===== src/rtl/wam_pkg.sv =====
// Shared encodings and widths for the whack-a-mole round controller.
package wam_pkg;

  localparam int STATE_W = 3;
  localparam int SCORE_W = 12;

  typedef enum logic [STATE_W-1:0] {
    ST_IDLE   = 3'd0,
    ST_CDOWN  = 3'd1,
    ST_PLAY   = 3'd2,
    ST_PAUSED = 3'd3,
    ST_OVER   = 3'd4
  } state_t;

endpackage


===== src/rtl/wam_tick_gen.sv =====
// One-second prescaler: single-cycle tick every TICK_DIV running cycles.
// load0 restarts the count; the count holds while run is low.
module wam_tick_gen #(
  parameter int TICK_DIV = 50_000_000
) (
  input  logic clk,
  input  logic clr,
  input  logic run,
  input  logic load0,
  output logic tick
);

  localparam int CNT_W = (TICK_DIV > 2) ? $clog2(TICK_DIV) : 1;
  localparam logic [CNT_W-1:0] LAST = CNT_W'(TICK_DIV - 1);

  logic [CNT_W-1:0] cnt;

  assign tick = run && (cnt == LAST);

  // NOTE: sequential state uses non-blocking assignments so every register
  // samples the pre-edge values of its neighbours.
  always_ff @(posedge clk) begin
    if (clr || load0) begin
      cnt <= '0;
    end else if (run) begin
      cnt <= tick ? '0 : cnt + 1'b1;
    end
  end

endmodule


===== src/rtl/wam_round_ctrl.sv =====
// Round controller: idle/countdown/play/pause/over FSM and game_logic gating.
// Define WAM_HISCORE_EN to build the high-score register and new_hi flag.
module wam_round_ctrl
  import wam_pkg::*;
#(
  parameter int TICK_DIV      = 50_000_000,
  parameter int ROUND_SEC     = 60,
  parameter int COUNTDOWN_SEC = 3
) (
  input  logic               clk,
  input  logic               clr,
  input  logic               btn_start,
  input  logic               btn_pause,
  input  logic [1:0]         diff_sw,
  input  logic [7:0]         tap_in,
  input  logic [SCORE_W-1:0] score,
  output logic               game_clr,
  output logic               game_pause,
  output logic [1:0]         difficulty,
  output logic [7:0]         tap_out,
  output logic [6:0]         time_left,
  output logic [STATE_W-1:0] state,
  output logic [SCORE_W-1:0] hi_score,
  output logic               new_hi
);

  localparam logic [6:0] ROUND_TL = 7'(ROUND_SEC);
  localparam logic [6:0] CDOWN_TL = 7'(COUNTDOWN_SEC);

  state_t st;
  logic   tick;
  logic   run;
  logic   start_go;
  logic   cd_done;
  logic   load0;

  // Start is ignored only during the countdown; everywhere else it (re)starts.
  always_comb begin
    run      = (st == ST_CDOWN) || (st == ST_PLAY);
    start_go = btn_start && (st != ST_CDOWN);
    cd_done  = (st == ST_CDOWN) && tick && (time_left == 7'd1);
    load0    = start_go || cd_done;
  end

  wam_tick_gen #(
    .TICK_DIV(TICK_DIV)
  ) u_tick_gen (
    .clk  (clk),
    .clr  (clr),
    .run  (run),
    .load0(load0),
    .tick (tick)
  );

  always_ff @(posedge clk) begin
    if (clr) begin
      st         <= ST_IDLE;
      time_left  <= '0;
      difficulty <= '0;
    end else if (start_go) begin
      st         <= ST_CDOWN;
      time_left  <= CDOWN_TL;
      difficulty <= diff_sw;
    end else begin
      case (st)
        ST_CDOWN: begin
          if (tick) begin
            if (time_left == 7'd1) begin
              st        <= ST_PLAY;
              time_left <= ROUND_TL;
            end else begin
              time_left <= time_left - 7'd1;
            end
          end
        end
        ST_PLAY: begin
          // The last tick ends the round even if pause arrives with it.
          if (tick && (time_left == 7'd1)) begin
            st        <= ST_OVER;
            time_left <= '0;
          end else begin
            if (tick) time_left <= time_left - 7'd1;
            if (btn_pause) st <= ST_PAUSED;
          end
        end
        ST_PAUSED: begin
          if (btn_pause) st <= ST_PLAY;
        end
        default: begin
        end
      endcase
    end
  end

  assign state      = st;
  assign game_clr   = (st == ST_IDLE) || (st == ST_CDOWN);
  assign game_pause = (st != ST_PLAY);
  assign tap_out    = (st == ST_PLAY) ? tap_in : '0;

`ifdef WAM_HISCORE_EN
  logic in_over_q;
  logic over_first;
  logic beat;

  // BCD digits are packed most-significant first, so a binary compare orders scores.
  assign over_first = (st == ST_OVER) && !in_over_q;
  assign beat       = over_first && (score > hi_score);

  always_ff @(posedge clk) begin
    if (clr) begin
      in_over_q <= 1'b0;
      hi_score  <= '0;
      new_hi    <= 1'b0;
    end else begin
      in_over_q <= (st == ST_OVER);
      if (beat) hi_score <= score;
      if (start_go) begin
        new_hi <= 1'b0;
      end else if (beat) begin
        new_hi <= 1'b1;
      end
    end
  end
`else
  logic unused_score;

  assign unused_score = ^score;
  assign hi_score     = '0;
  assign new_hi       = 1'b0;
`endif

endmodule

===== config.mk =====
export PLATFORM = sky130hd
export DESIGN_NAME = wam_round_ctrl
export DESIGN_NICKNAME = d
export VERILOG_FILES = /design/src/rtl/wam_pkg.sv /design/src/rtl/wam_tick_gen.sv /design/src/rtl/wam_round_ctrl.sv
export SDC_FILE = /design/constraint.sdc
export NUM_CORES = 1
export LEC_CHECK = 0
export ABC_CLOCK_PERIOD_IN_PS = 2700
export CAP_MARGIN = 15
export CORE_MARGIN = 4
export CORE_UTILIZATION = 45
export CTS_CLUSTER_SIZE = 16
export DETAILED_ROUTE_END_ITERATION = 6
export HOLD_SLACK_MARGIN = 0.02
export PLACE_DENSITY = 0.84
export SYNTH_ARGS = -nofsm -noshare
export SYNTH_HDL_FRONTEND = slang
export SYNTH_SLANG_ARGS = --single-unit

===== constraint.sdc =====
create_clock -name clk -period 2.7 [get_ports clk]
set_clock_uncertainty 0.05 [all_clocks]
set_input_delay 0.405 -clock clk [delete_from_list [all_inputs] [get_ports clk]]
set_output_delay 0.405 -clock clk [all_outputs]
set_load 0.005 [all_outputs]

After elaboration in Yosys (flattened, before gate mapping)

Index checks and enable logic that the tools add are counted.

Output and inout port bits: 35
Input bits: 26
Bits in registers: 38
Word-level logic and storage cells: 59

Equal/unequal tests: 17
Multiplexer cells: 15
Add/sub/neg operators: 2
Reduce and logical (&&, ||, !) cells: 19

Operators with widths:

| operator              | number |
|---|---|
| $mux 7                | 4 |
| $add 26x1->26 const B | 1 |
| $eq 26x26->1 const B  | 1 |
| $mux 26               | 1 |
| $mux 3                | 5 |
| $pmux 7 s2            | 1 |
| $ne 3x2->1 const B    | 4 |
| $reduce_and 5->1      | 2 |
| $pmux 3 s3            | 1 |
| $mux 8                | 1 |
| $ne 4x3->1 const B    | 2 |
| $eq 7x1->1 const B    | 1 |
| $sub 7x1->7 const B   | 1 |
| $eq 3x2->1 const B    | 2 |
| $ne 3x3->1 const B    | 2 |
| $reduce_and 3->1      | 2 |
| $reduce_bool 3->1     | 2 |
| $logic_and 1x1->1     | 5 |
| $logic_or 1x1->1      | 4 |
| $ne 2x2->1 const B    | 2 |
| $reduce_bool 4->1     | 1 |
| $eq 3x1->1 const B    | 1 |
| $logic_not 3->1       | 1 |
| $ne 3x1->1 const B    | 1 |
| 5 further kinds       | 5 |

Depth between registers and ports, before layout

Word-level depth: 7
Depth in mapped cells: 8

Modules after synthesis

Synthesis repeated with hierarchy kept, for this count alone.

Cells, all modules: 263
Area total of the unflattened synthesis: 2230.9 um^2

By module, submodules not included:

| module         | area each (um^2) | cells each | times used |
|---|---|---|---|
| wam_tick_gen   | 1343.8           | 156        | 1 |
| wam_round_ctrl | 887.1            | 107        | 1 |

Worst setup path before layout

OpenSTA, ideal clock, no wires.

Path kind: reg2reg
Start point: register u_tick_gen.cnt[9]
End point: register time_left[6]
Data required time: 2.580 ns
Stages on the path, launching flop included: 6
Library setup time: 0.070 ns
Path slack: 0.663 ns
Arrival: 1.916 ns
Cell sequence: dfxtp_1 or4b_4 nor4_4 nand2_2 or4_1 a21oi_1

Longest elaborated chain between the ends: 5
Elaborated cells between the ends (all ways): 8
Classes of those cells: eq/ne: 3; mux: 2; reduce/logical: 3

Ends and longest elaborated chain:

| item                                                            | line                 | text |
|---|---|---|
| start, declared                                                 | wam_tick_gen.sv:16   | `logic [CNT_W-1:0] cnt;` |
| start signal, assigned                                          | wam_tick_gen.sv:26   | `cnt <= tick ? '0 : cnt + 1'b1;` |
| $eq 26x26->1 *                                                  | wam_tick_gen.sv:18   | `assign tick = run && (cnt == LAST);` |
| $logic_and 1x1->1 *                                             | wam_tick_gen.sv:18   |  |
| $logic_and 1x1->1                                               | wam_round_ctrl.sv:78 | `if (tick && (time_left == 7'd1)) begin` |
| $ne 3x2->1 (no line) / $mux 7 (equally long branches)           | -                    |  |
| $reduce_and 3->1 (no line) / $pmux 7 s2 (equally long branches) | -                    |  |
| end signal, assigned                                            | wam_round_ctrl.sv:72 | `time_left <= time_left - 7'd1;` |
| end signal, assigned                                            | wam_round_ctrl.sv:82 | `if (tick) time_left <= time_left - 7'd1;` |
| end, declared                                                   | wam_round_ctrl.sv:21 | `output logic [6:0] time_left,` |

Mark *: on every way between the ends. The rest lies on a longest branch, timed or not.
A chain may end at the register's enable or synchronous reset.

Worst setup path after layout

Start point: register u_tick_gen.cnt[9]
End point: register time_left[1]

Longest elaborated chain between the ends: 6
Elaborated cells between the ends (all ways): 9
Classes of those cells: eq/ne: 3; mux: 3; reduce/logical: 3

Ends and longest elaborated chain:

| item                | line                 | text |
|---|---|---|
| $eq 26x26->1 *      | wam_tick_gen.sv:18   |  |
| $logic_and 1x1->1 * | wam_tick_gen.sv:18   |  |
| $logic_and 1x1->1   | wam_round_ctrl.sv:78 |  |
| $mux 7              | wam_round_ctrl.sv:78 |  |
| $pmux 7 s2          | wam_round_ctrl.sv:65 | `case (st)` |
| $mux 2              | wam_round_ctrl.sv:60 | `end else if (start_go) begin` |

Marked as above.

==> metrics.txt <==
status finished clean; Diodes inserted 0; first-pass GRT wire length 7396 microns; nets 314; worst-path maximum fanout 9; # rows 24; CTS H-tree depth 2; reg2reg setup slack 0.40 ns; unrepaired setup endpoints after global routing no; dpl hpwl 3412 microns; Die H 75.34 microns; die span in x 75.34 microns; share of synthesized registers carrying an async set or reset 0%; Power, Total 1.148 mW; # port buffers 35; clk_lat worst skew 0.29 ns; kind of critical path reg -> reg; # DRC 0; Tot GR Track Use 16.84%; clock tree root buffer cell clkbuf_8; DRT Pass-1 Iters 4; leakage 0.8446 nW; Synth Instances 248; vias in the first global route 1646; fmax 434.6 MHz; Tightest Pin Transition 0.5890 ns; largest net degree at the start of global routing 24; Unique masters post-synth 43; fin crit period 2.301 ns; max-slew violations 0; CTS buffer count 5; Worst Hold Class reg -> reg; Synth top area share 37.28%; CTS Hold Bufs 0; DRT Wirelength 4626 microns; Avg Cell Area, Syn 8.229 sq um; Yosys top cell by area dfxtp_1; Via-to-Cell Ratio 5.391; Synth area leaders dfxtp_1 (37%), xnor2_1 (8.6%), nor2_1 (6.8%); Seq cells post-synth 38; area grow syn2layout 22.99%; Initial DRC Count 123; Post-CTS Resized 0; synthesized area 0.002041 sq mm; EDFF count, synth 0; die area 0.005676 sq mm; Worst slew margin 60.37%; Final Hold Fails 0; total grt overflow 0; Final period util 85.22%; Wirelength per Cell 13.69 microns; antenna-violating nets left 0; # Post-CTS Setup Buffers 0; kind of start point of the critical path register; Max-Cap Viols 0; Reg clk slew, reported paths 0.07 ns; Critical Path AT 2.48 ns; WP data required 2.88 ns; total number of vias 1822; P per Cell Area 457.3 mW/mm^2; initial antenna violation count 0; setup TNS 0 ns; Initial Util 46.55%; Max IR drop VDD 250.3 uV; Final Hold Slack 0.4399 ns; CORE AREA 0.004384 sq mm; Synth warnings 0; CP Capture Type register; CTS tree done; Ports 61; Clock Path Buffers 2; layout cell share with drive strength beyond 1 5.944%; routability cong. 0.8586; clock sink total 38; final setup violation count 0; Post-synth top flop dfxtp_1; Seq/Total Area, Yosys 37.28%
report_power, final:
part / switching (mW) / internal [mW]
registers: 0.00777 / 0.567
clock network: 0.201 / 0.275
logic: 0.0499 / 0.0467
placed cells by master (no fill, tap or decap), types with 2 or more instances in the layout:
cell type / netlist / layout
inv_1: 10 / 10
and2_1: 8 / 8
and3_1: 2 / 2
buf_4: 13 / 4
xor2_1: 4 / 4
ha_1: 3 / 3
clkdlybuf4s50_1: 0 / 35
o31ai_1: 3 / 3
o21ai_0: 5 / 5
nand2_1: 16 / 16
nand4_1: 10 / 10
or4_1: 3 / 3
nor4_1: 5 / 5
or3_1: 6 / 6
xnor2_1: 20 / 20
nand3_1: 7 / 7
a31oi_1: 2 / 2
clkbuf_8: 0 / 5
and4_1: 4 / 4
nand2b_1: 4 / 4
nor3_1: 10 / 10
nor2_1: 37 / 37
a21oi_1: 9 / 9
mux2i_1: 3 / 3
dfxtp_1: 38 / 38
conb_1: 1 / 13
logic make-up (layout without fill, tap and decap cells):
| kind of cell | Yosys count | after routing | synth area share, % |
|---|---|---|---|
| AND/OR/NAND/NOR | 124 | 124 | 33.35 |
| flip-flops | 38 | 38 | 37.28 |
| buffers and inverters | 31 | 57 | 8.277 |
| AO/OA/AOI/OAI | 24 | 24 | 7.296 |
| XOR/XNOR | 24 | 24 | 10.30 |
| adder cells (fa/ha/maj) | 3 | 3 | 1.840 |
| multiplexers | 3 | 3 | 1.472 |
| other | 1 | 13 | 0.1838 |
routing by layer:
layer	global-route usage (%)	share of wire, %	vias up
met2	26.37	47	66
met1	21.92	43	838
li1	-	-	908
met4	7.767	2.1	0
met3	4.090	7.4	10
met5	0	0	-
critical path: stages, from the launching register on:
cell,delay [ns]
dfxtp_1,0.36
or4b_4,0.58
nor3_1,0.24
nand4_1,0.37
or3_1,0.48
a31oi_1,0.16
flip-flops by register name, summed over array words and instances, names as in the netlist:
register,count
u_tick_gen.cnt,26
time_left,7
difficulty,2
state,3
layout make-up:
type	instances	area, sq um
well taps	52	65.06
repair buffers	39	380.4
fillers	386	1874
clock buffers	6	72.57
clock inverters	2	37.54
inverters	10	37.54
flip-flops and latches	38	760.7
multi-input cells	191	1156
synth_stat cells (2+ instances only):
| cell type | number |
|---|---|
| dfxtp_1 | 38 |
| nor2_1 | 37 |
| xnor2_1 | 20 |
| nand2_1 | 16 |
| buf_4 | 13 |
| inv_1 | 10 |
| nand4_1 | 10 |
| nor3_1 | 10 |
| a21oi_1 | 9 |
| and2_1 | 8 |
| nand3_1 | 7 |
| or3_1 | 6 |
| clkbuf_1 | 5 |
| nor4_1 | 5 |
| o21ai_0 | 5 |
| and4_1 | 4 |
| nand2b_1 | 4 |
| xor2_1 | 4 |
| buf_2 | 3 |
| ha_1 | 3 |
| mux2i_1 | 3 |
| o31ai_1 | 3 |
| or4_1 | 3 |
| a31oi_1 | 2 |
| and3_1 | 2 |
per-stage QoR:
| stage | setup WS (ns) | cell area [sq um] | instances | utilization [%] |
|---|---|---|---|---|
| 2_1_floorplan | 0.6632 | 2086 | 260 | - |
| 3_3_place_gp | 0.4593 | 2400 | 330 | 54.74 |
| 3_5_place_dp | 0.4176 | 2400 | 330 | 54.74 |
| 4_1_cts | 0.3925 | 2510 | 338 | 57.25 |
| 5_1_grt | 0.2392 | 2510 | 338 | 57.25 |
| 6_report | 0.3991 | 2510 | 338 | 57.25 |
final timing paths:
check                  to  cells past startpoint               from
min reg2reg  time_left[5]                      2       time_left[5]
max reg2reg  time_left[1]                      5  u_tick_gen.cnt[9]
min          time_left[5]                      2       time_left[5]
max          time_left[1]                      5  u_tick_gen.cnt[9]
Note: power is estimated with default switching activity, not from simulation.
